File: src/rtl/pool2d.sv
// pool2d: streaming PxP non-overlapping pooling (max or floor-average) over
// raster-order frames, NUM_CHANNELS channels in parallel. Partial window
// results live in a horizontal accumulator plus one row-buffer entry per
// output column; the pooled pixel is registered one cycle after the pixel
// that completes its window.
module pool2d #(
  parameter int DATA_WIDTH   = 16,
  parameter int NUM_CHANNELS = 6,
  parameter int NUM_COLUMNS  = 28,
  parameter int NUM_ROWS     = 28,
  parameter int POOL_SIZE    = 2,
  parameter int POOL_MODE    = 0
) (
  input  logic                                      i_clk,
  input  logic                                      i_rst,
  input  logic                                      i_valid,
  input  logic signed [DATA_WIDTH*NUM_CHANNELS-1:0] i_features,
  output logic signed [DATA_WIDTH*NUM_CHANNELS-1:0] o_features,
  output logic                                      o_valid,
  output logic                                      o_last
);

  // log2 of the window edge (only 2 and 4 are legal window sizes)
  localparam int PL        = (POOL_SIZE == 4) ? 2 : 1;
  // an average divides by P*P, i.e. shifts right by 2*log2(P)
  localparam int SHIFT     = 2 * PL;
  // accumulator width: a P*P sum of DATA_WIDTH values can never overflow
  localparam int ACC_W     = DATA_WIDTH + SHIFT;
  localparam int OUT_COLS  = NUM_COLUMNS / POOL_SIZE;
  localparam int OUT_ROWS  = NUM_ROWS / POOL_SIZE;
  // columns/rows actually covered by complete windows
  localparam int FULL_COLS = OUT_COLS * POOL_SIZE;
  localparam int FULL_ROWS = OUT_ROWS * POOL_SIZE;
  localparam int CW        = (NUM_COLUMNS > 1) ? $clog2(NUM_COLUMNS) : 1;
  localparam int RW        = (NUM_ROWS > 1) ? $clog2(NUM_ROWS) : 1;
  localparam int OC_W      = (OUT_COLS > 1) ? $clog2(OUT_COLS) : 1;
  localparam int FW        = DATA_WIDTH * NUM_CHANNELS;
  localparam int BW        = ACC_W * NUM_CHANNELS;

  // Sign-extend a sample to accumulator width.
  function automatic logic signed [ACC_W-1:0] sext_f(input logic signed [DATA_WIDTH-1:0] p);
    return {{SHIFT{p[DATA_WIDTH-1]}}, p};
  endfunction

  // Merge two partial window results: signed max, or sum.
  function automatic logic signed [ACC_W-1:0] combine_f(input logic signed [ACC_W-1:0] a,
                                                        input logic signed [ACC_W-1:0] b);
    logic signed [ACC_W-1:0] r;
    if (POOL_MODE == 1) begin
      r = a + b;
    end else begin
      r = (a > b) ? a : b;
    end
    return r;
  endfunction

  // Turn a complete window result into an output sample; the arithmetic
  // shift floors toward negative infinity.
  function automatic logic signed [DATA_WIDTH-1:0] finalize_f(input logic signed [ACC_W-1:0] a);
    logic signed [ACC_W-1:0] t;
    if (POOL_MODE == 1) begin
      t = a >>> SHIFT;
    end else begin
      t = a;
    end
    return DATA_WIDTH'(t);
  endfunction

  logic [CW-1:0]           col_r;
  logic [RW-1:0]           row_r;
  logic signed [ACC_W-1:0] h_acc_r [NUM_CHANNELS];
  logic [BW-1:0]           row_buf_r [OUT_COLS];
  logic                    valid_r;
  logic                    last_r;
  logic [FW-1:0]           feat_r;

  logic signed [ACC_W-1:0] pix_ext_s [NUM_CHANNELS];
  logic signed [ACC_W-1:0] h_new_s [NUM_CHANNELS];
  logic signed [ACC_W-1:0] v_new_s [NUM_CHANNELS];
  logic [BW-1:0]           buf_rd_s;
  logic [BW-1:0]           buf_wr_s;
  logic [FW-1:0]           result_s;
  logic [OC_W-1:0]         oc_s;
  logic                    col_last_s;
  logic                    row_last_s;
  logic                    in_win_s;
  logic                    win_first_col_s;
  logic                    win_last_col_s;
  logic                    win_first_row_s;
  logic                    win_last_row_s;
  logic                    frame_end_s;
  logic                    take_s;
  logic                    out_fire_s;

  // Frame position decode: wrap points, window phase and the output column.
  always_comb begin
    col_last_s      = (col_r == CW'(NUM_COLUMNS - 1));
    row_last_s      = (row_r == RW'(NUM_ROWS - 1));
    in_win_s        = ({1'b0, col_r} < (CW+1)'(FULL_COLS)) &&
                      ({1'b0, row_r} < (RW+1)'(FULL_ROWS));
    win_first_col_s = (col_r[PL-1:0] == {PL{1'b0}});
    win_last_col_s  = (col_r[PL-1:0] == {PL{1'b1}});
    win_first_row_s = (row_r[PL-1:0] == {PL{1'b0}});
    win_last_row_s  = (row_r[PL-1:0] == {PL{1'b1}});
    frame_end_s     = ({1'b0, col_r} == (CW+1)'(FULL_COLS - 1)) &&
                      ({1'b0, row_r} == (RW+1)'(FULL_ROWS - 1));
    oc_s            = OC_W'(col_r >> PL);
    // a pixel asserted together with reset is dropped
    take_s          = i_valid && !i_rst && in_win_s;
    out_fire_s      = take_s && win_last_col_s && win_last_row_s;
  end

  // Per-channel datapath: the first column/row of a window loads, later ones merge.
  always_comb begin
    buf_rd_s = row_buf_r[oc_s];
    buf_wr_s = {BW{1'b0}};
    result_s = {FW{1'b0}};
    for (int c = 0; c < NUM_CHANNELS; c++) begin
      pix_ext_s[c] = sext_f(i_features[c*DATA_WIDTH +: DATA_WIDTH]);
      if (win_first_col_s) begin
        h_new_s[c] = pix_ext_s[c];
      end else begin
        h_new_s[c] = combine_f(h_acc_r[c], pix_ext_s[c]);
      end
      if (win_first_row_s) begin
        v_new_s[c] = h_new_s[c];
      end else begin
        v_new_s[c] = combine_f(buf_rd_s[c*ACC_W +: ACC_W], h_new_s[c]);
      end
      buf_wr_s[c*ACC_W +: ACC_W]         = v_new_s[c];
      result_s[c*DATA_WIDTH +: DATA_WIDTH] = finalize_f(v_new_s[c]);
    end
  end

  // Column/row counters advance on qualified pixels only and wrap at frame end.
  always_ff @(posedge i_clk) begin
    if (i_rst) begin
      col_r <= {CW{1'b0}};
      row_r <= {RW{1'b0}};
    end else if (i_valid) begin
      if (col_last_s) begin
        col_r <= {CW{1'b0}};
        if (row_last_s) begin
          row_r <= {RW{1'b0}};
        end else begin
          row_r <= row_r + RW'(1);
        end
      end else begin
        col_r <= col_r + CW'(1);
      end
    end
  end

  // Partial window storage; stale contents are overwritten by the window-start load rule.
  always_ff @(posedge i_clk) begin
    if (take_s) begin
      for (int c = 0; c < NUM_CHANNELS; c++) begin
        h_acc_r[c] <= h_new_s[c];
      end
      if (win_last_col_s) begin
        row_buf_r[oc_s] <= buf_wr_s;
      end
    end
  end

  // Registered output: one-cycle valid pulse, last flag, features held between pulses.
  always_ff @(posedge i_clk) begin
    if (i_rst) begin
      valid_r <= 1'b0;
      last_r  <= 1'b0;
      feat_r  <= {FW{1'b0}};
    end else begin
      valid_r <= out_fire_s;
      last_r  <= out_fire_s && frame_end_s;
      if (out_fire_s) begin
        feat_r <= result_s;
      end
    end
  end

  assign o_valid    = valid_r;
  assign o_last     = last_r;
  assign o_features = feat_r;

endmodule
File: config.mk
export PLATFORM = sky130hd
export DESIGN_NAME = pool2d
export DESIGN_NICKNAME = d
export VERILOG_FILES = /design/src/rtl/pool2d.sv
export SDC_FILE = /design/constraint.sdc
export NUM_CORES = 2
export LEC_CHECK = 0
export CORE_MARGIN = 2
export CORE_UTILIZATION = 55
export DETAILED_ROUTE_END_ITERATION = 6
export PLACE_DENSITY = 0.78
export SLEW_MARGIN = 20
export SYNTH_ARGS = -nofsm -noshare
export SYNTH_HDL_FRONTEND = slang
export SYNTH_SLANG_ARGS = --single-unit
export TNS_END_PERCENT = 30
File: constraint.sdc
create_clock -name i_clk -period 24.2 [get_ports i_clk]
set_input_delay 4.84 -clock i_clk [delete_from_list [all_inputs] [get_ports i_clk]]
set_output_delay 4.84 -clock i_clk [all_outputs]
set_load 0.03 [all_outputs]
==> impl_results.md <==
- RSZ-0062 raised after global routing: false
- Fillers: 9217
- Synthesis-to-layout area growth: 12.9%
- CTS resizes: 0
- Hold slack: 0.560 ns
- H-tree depth: 4
- First-pass GRT wire length: 257000 um
- Hold Vio Cnt, Final: 0
- CTS Sinks: 1732
- Final routed DRC violation total: 0
- WP data arrival: 11.14 ns
- Synth top area share: 65.8%
- Syn Nets: 4719
- CTS Buffer Depth: 3
- Reg2reg setup slack: 16.40 ns
- Ports: 197
- Clock-pin slew on the worst setup and hold paths: 0.06 ns
- Complex-gate fraction of the synthesized area: 4.70%
- Final worst slack: 13.51 ns
- Synth Area in Adders: 3.69%
- P_leak: 28.5 nW
- CTS buffer count: 172
- Status: finished, final reports clean
- Clock Skews: 0.0262 ns
- Vias: 40600
- Initial antenna violation count: 5
- Worst-Margin Slew: 1.14 ns
- Die W: 371 um
- Critical Path Start Type: input port
- Worst R2R Path Depth: 15
- # rows: 134
- Post-Syn Area: 0.0739 mm2
- Main combinational cell family by area after synthesis: multiplexers
- Critical Path, Cell by Cell: clkdlybuf4s50_1 -> inv_1 -> ha_1 -> nand4_1 -> nor4_2 -> a211oi_1 -> and4_1 -> o21ai_2 -> buf_4 -> mux2i_1 -> ha_1 -> and3_1 -> a221oi_1 -> o21ba_2 -> a31o_2 -> nand3_2 -> mux2i_1
- Cell accounting for the most synthesized area: edfxtp_1
- # nets final: 4941
- Total negative slack: 0 ns
- Total iterations of the first detailed-routing run: 6
- DR WL/cell: 26.3 um
- Vias per std cell: 6.22
- Simple-gate share of the synthesized area: 3.80%
- Hold_buf cts: 0
- Clock Root Buffer: clkbuf_16
- Syn Area/Cell: 16.8 um2
- Largest cells by area after synthesis: edfxtp_1, mux4_2, mux2i_1
- CP max stage cell: mux2i_1
- Library cells used by synthesis: 64
- Hold Crit Class: register to register
- Core ar.: 0.133 mm2
- Syn Inst Count: 4402
- Post-CTS Setup Bufs: 0
- Crit Path Class: input port to register
- Pwr dens: 76.9 mW/mm2
- RePlAce Congestion: 0.826
- CP Max Fanout: 31
- Reg-to-reg endpoint: row_buf_r[6][104]
- I/O Buffers: 196
- DP HPWL: 95100 um
- Fin crit share: 44.2%
- Highest Clock Rate: 93.6 MHz
- Most used DFF post-synth: edfxtp_1
- Vias in the first global route: 41800
- Largest net degree at the start of global routing: 149
- CP endpoint kind: register
- Layout cell share with drive strength beyond 1: 15.4%
- Gr usage total: 25.2%
- Worst path max stage delay: 1.07 ns
- Peak VDD IR: 0.0660 mV
- Pre-CTS setup slack: 12.82 ns
- CTS tree: built
- Warnings from Yosys: 0
- WP data required: 24.66 ns
- Slew HR: 23.8%
- # setup viols final: 0
- Multiplexer share of the synthesized area: 15.9%
- Die Y: 371 um
- Seq cells post-synth: 1732
- FFs w/ async S/R, synth: 0%
- Total grt overflow: 0
- Worst Setup SP: i_features[95]
- Post-Route WL: 172000 um
- DRT iter0 DRCs: 4156
- Die area: 0.137 mm2
- Routed Antenna Nets: 0
- Clock latency on the worst-skew pair: 0.81 ns
- Number of synthesized flops with an enable pin: 1620
- Max Cap Viol: 0
- Synth Area in XOR/XNOR: 0.0237%
- Crit path capture: row_buf_r[6][104]
- Fin crit period: 10.69 ns
- Initial core utilization: 55.4%
- Sequential fraction of the synthesis area: 68.9%
- Max-slew violations: 0
[cells in the final DEF, fill, tap and decap left out, drive strengths merged, types with 5 or more instances in the layout]
cell / n
edfxtp: 1620
mux2i: 403
mux4: 334
inv: 332
a21oi: 294
nor2: 239
clkbuf: 219
ha: 218
clkdlybuf4s50: 195
o21ai: 121
dfxtp: 112
nand2: 88
buf: 75
clkinv: 61
nand3b: 49
nand3: 39
nand4: 38
nor3b: 38
o31a: 35
a31oi: 34
a21o: 24
nor2b: 20
o221ai: 17
nor3: 17
clkinvlp: 13
mux2: 12
bufinv: 12
nand2b: 11
a211oi: 9
and4: 8
o21a: 7
o211ai: 7
nor4: 7
and3: 6
a41oi: 6
a221oi: 6
a22oi: 5
[per-layer routing]
layer / vias up / part of all wire [%] / track usage, %
met1: 20900 / 40 / 33.9
met5: - / 0.0076 / 0
met4: 2 / 2.8 / 7.98
li1: 17700 / - / -
met2: 1694 / 50 / 42.6
met3: 316 / 7.5 / 3.73
[logic make-up after synthesis]
family                   after synthesis
buffers and inverters                543
multiplexers                         749
flip-flops                          1732
XOR/XNOR                               2
adder cells (fa/ha/maj)              218
AND/OR/NAND/NOR                      567
AO/OA/AOI/OAI                        591
[synth_stat cells, drive strengths merged, types with 6 or more instances]
| cell | n |
|---|---|
| mux2 | 12 |
| clkbuf | 96 |
| mux4 | 334 |
| o31a | 35 |
| dfxtp | 112 |
| nand3 | 39 |
| a221oi | 6 |
| a41oi | 6 |
| nand2b | 11 |
| nor3 | 17 |
| nand3b | 49 |
| buf | 126 |
| inv | 320 |
| nor3b | 38 |
| a21o | 24 |
| a211oi | 9 |
| nor4 | 7 |
| a21oi | 294 |
| edfxtp | 1620 |
| a31oi | 34 |
| ha | 218 |
| nor2 | 239 |
| and4 | 8 |
| and3 | 6 |
| o221ai | 17 |
| o211ai | 7 |
| mux2i | 403 |
| o21ai | 121 |
| o21a | 7 |
| nand4 | 38 |
| nor2b | 20 |
| nand2 | 88 |
[stage by stage]
stage,cell area (um2),util [%],cells,power [mW]
2_1_floorplan,73900,-,4402,3.73
3_3_place_gp,77900,58.3,6218,3.84
3_5_place_dp,77900,58.3,6218,3.86
4_1_cts,83400,62.5,6534,6.44
5_1_grt,83400,62.5,6535,6.60
6_report,83400,62.5,6535,6.42
[sequential cells by signal, summed over array words and instances, names as in the netlist, named ones only]
signal	count
row_buf_r	1512
o_valid	1
h_acc_r	108
row_r	5
o_last	1
o_features	96
col_r	5
[critical path, delay by kind of cell]
kind                       cells  cell delay (ns)
muxes                          2             1.47
adders and majority gates      2             0.64
AOI/OAI and AO/OA              5             1.35
buffers and inverters          3             1.06
and+or+nand+nor                5             1.75
[final cells by class]
class,count,area (um2),share of cell area [%]
multi-input cells,2127,21000,25.2
flip-flops and latches,1732,50900,61.0
well taps,1768,2210,2.65
diodes,1,2.50,0.00300
repair buffers,270,2580,3.09
clock buffers,219,4620,5.54
inverters,321,1210,1.45
clock inverters,97,902,1.08
[power by group]
group | total [mW] | switching [mW] | leakage, nW | internal [mW]
clock network | 2.62 | 1.13 | 2.67 | 1.49
logic | 0.450 | 0.273 | 10.3 | 0.176
registers | 3.35 | 0.0113 | 15.5 | 3.34
total | 6.42 | 1.42 | 28.5 | 5.00
[how the worst min path moves through the flow]
| stage | to | depth (start not counted) | from | slack [ns] |
|---|---|---|---|---|
| after global placement | row_r[3] | 1 | row_r[3] | 0.52 |
| after detailed placement | o_features[83] | 2 | o_features[83] | 0.53 |
| after CTS | row_r[4] | 2 | row_r[4] | 0.55 |
| after global routing | row_r[4] | 2 | row_r[4] | 0.57 |
| final | row_r[4] | 2 | row_r[4] | 0.56 |
| after floorplan | row_r[3] | 1 | row_r[3] | 0.49 |
No activity file was read; power rests on OpenSTA's default activity.
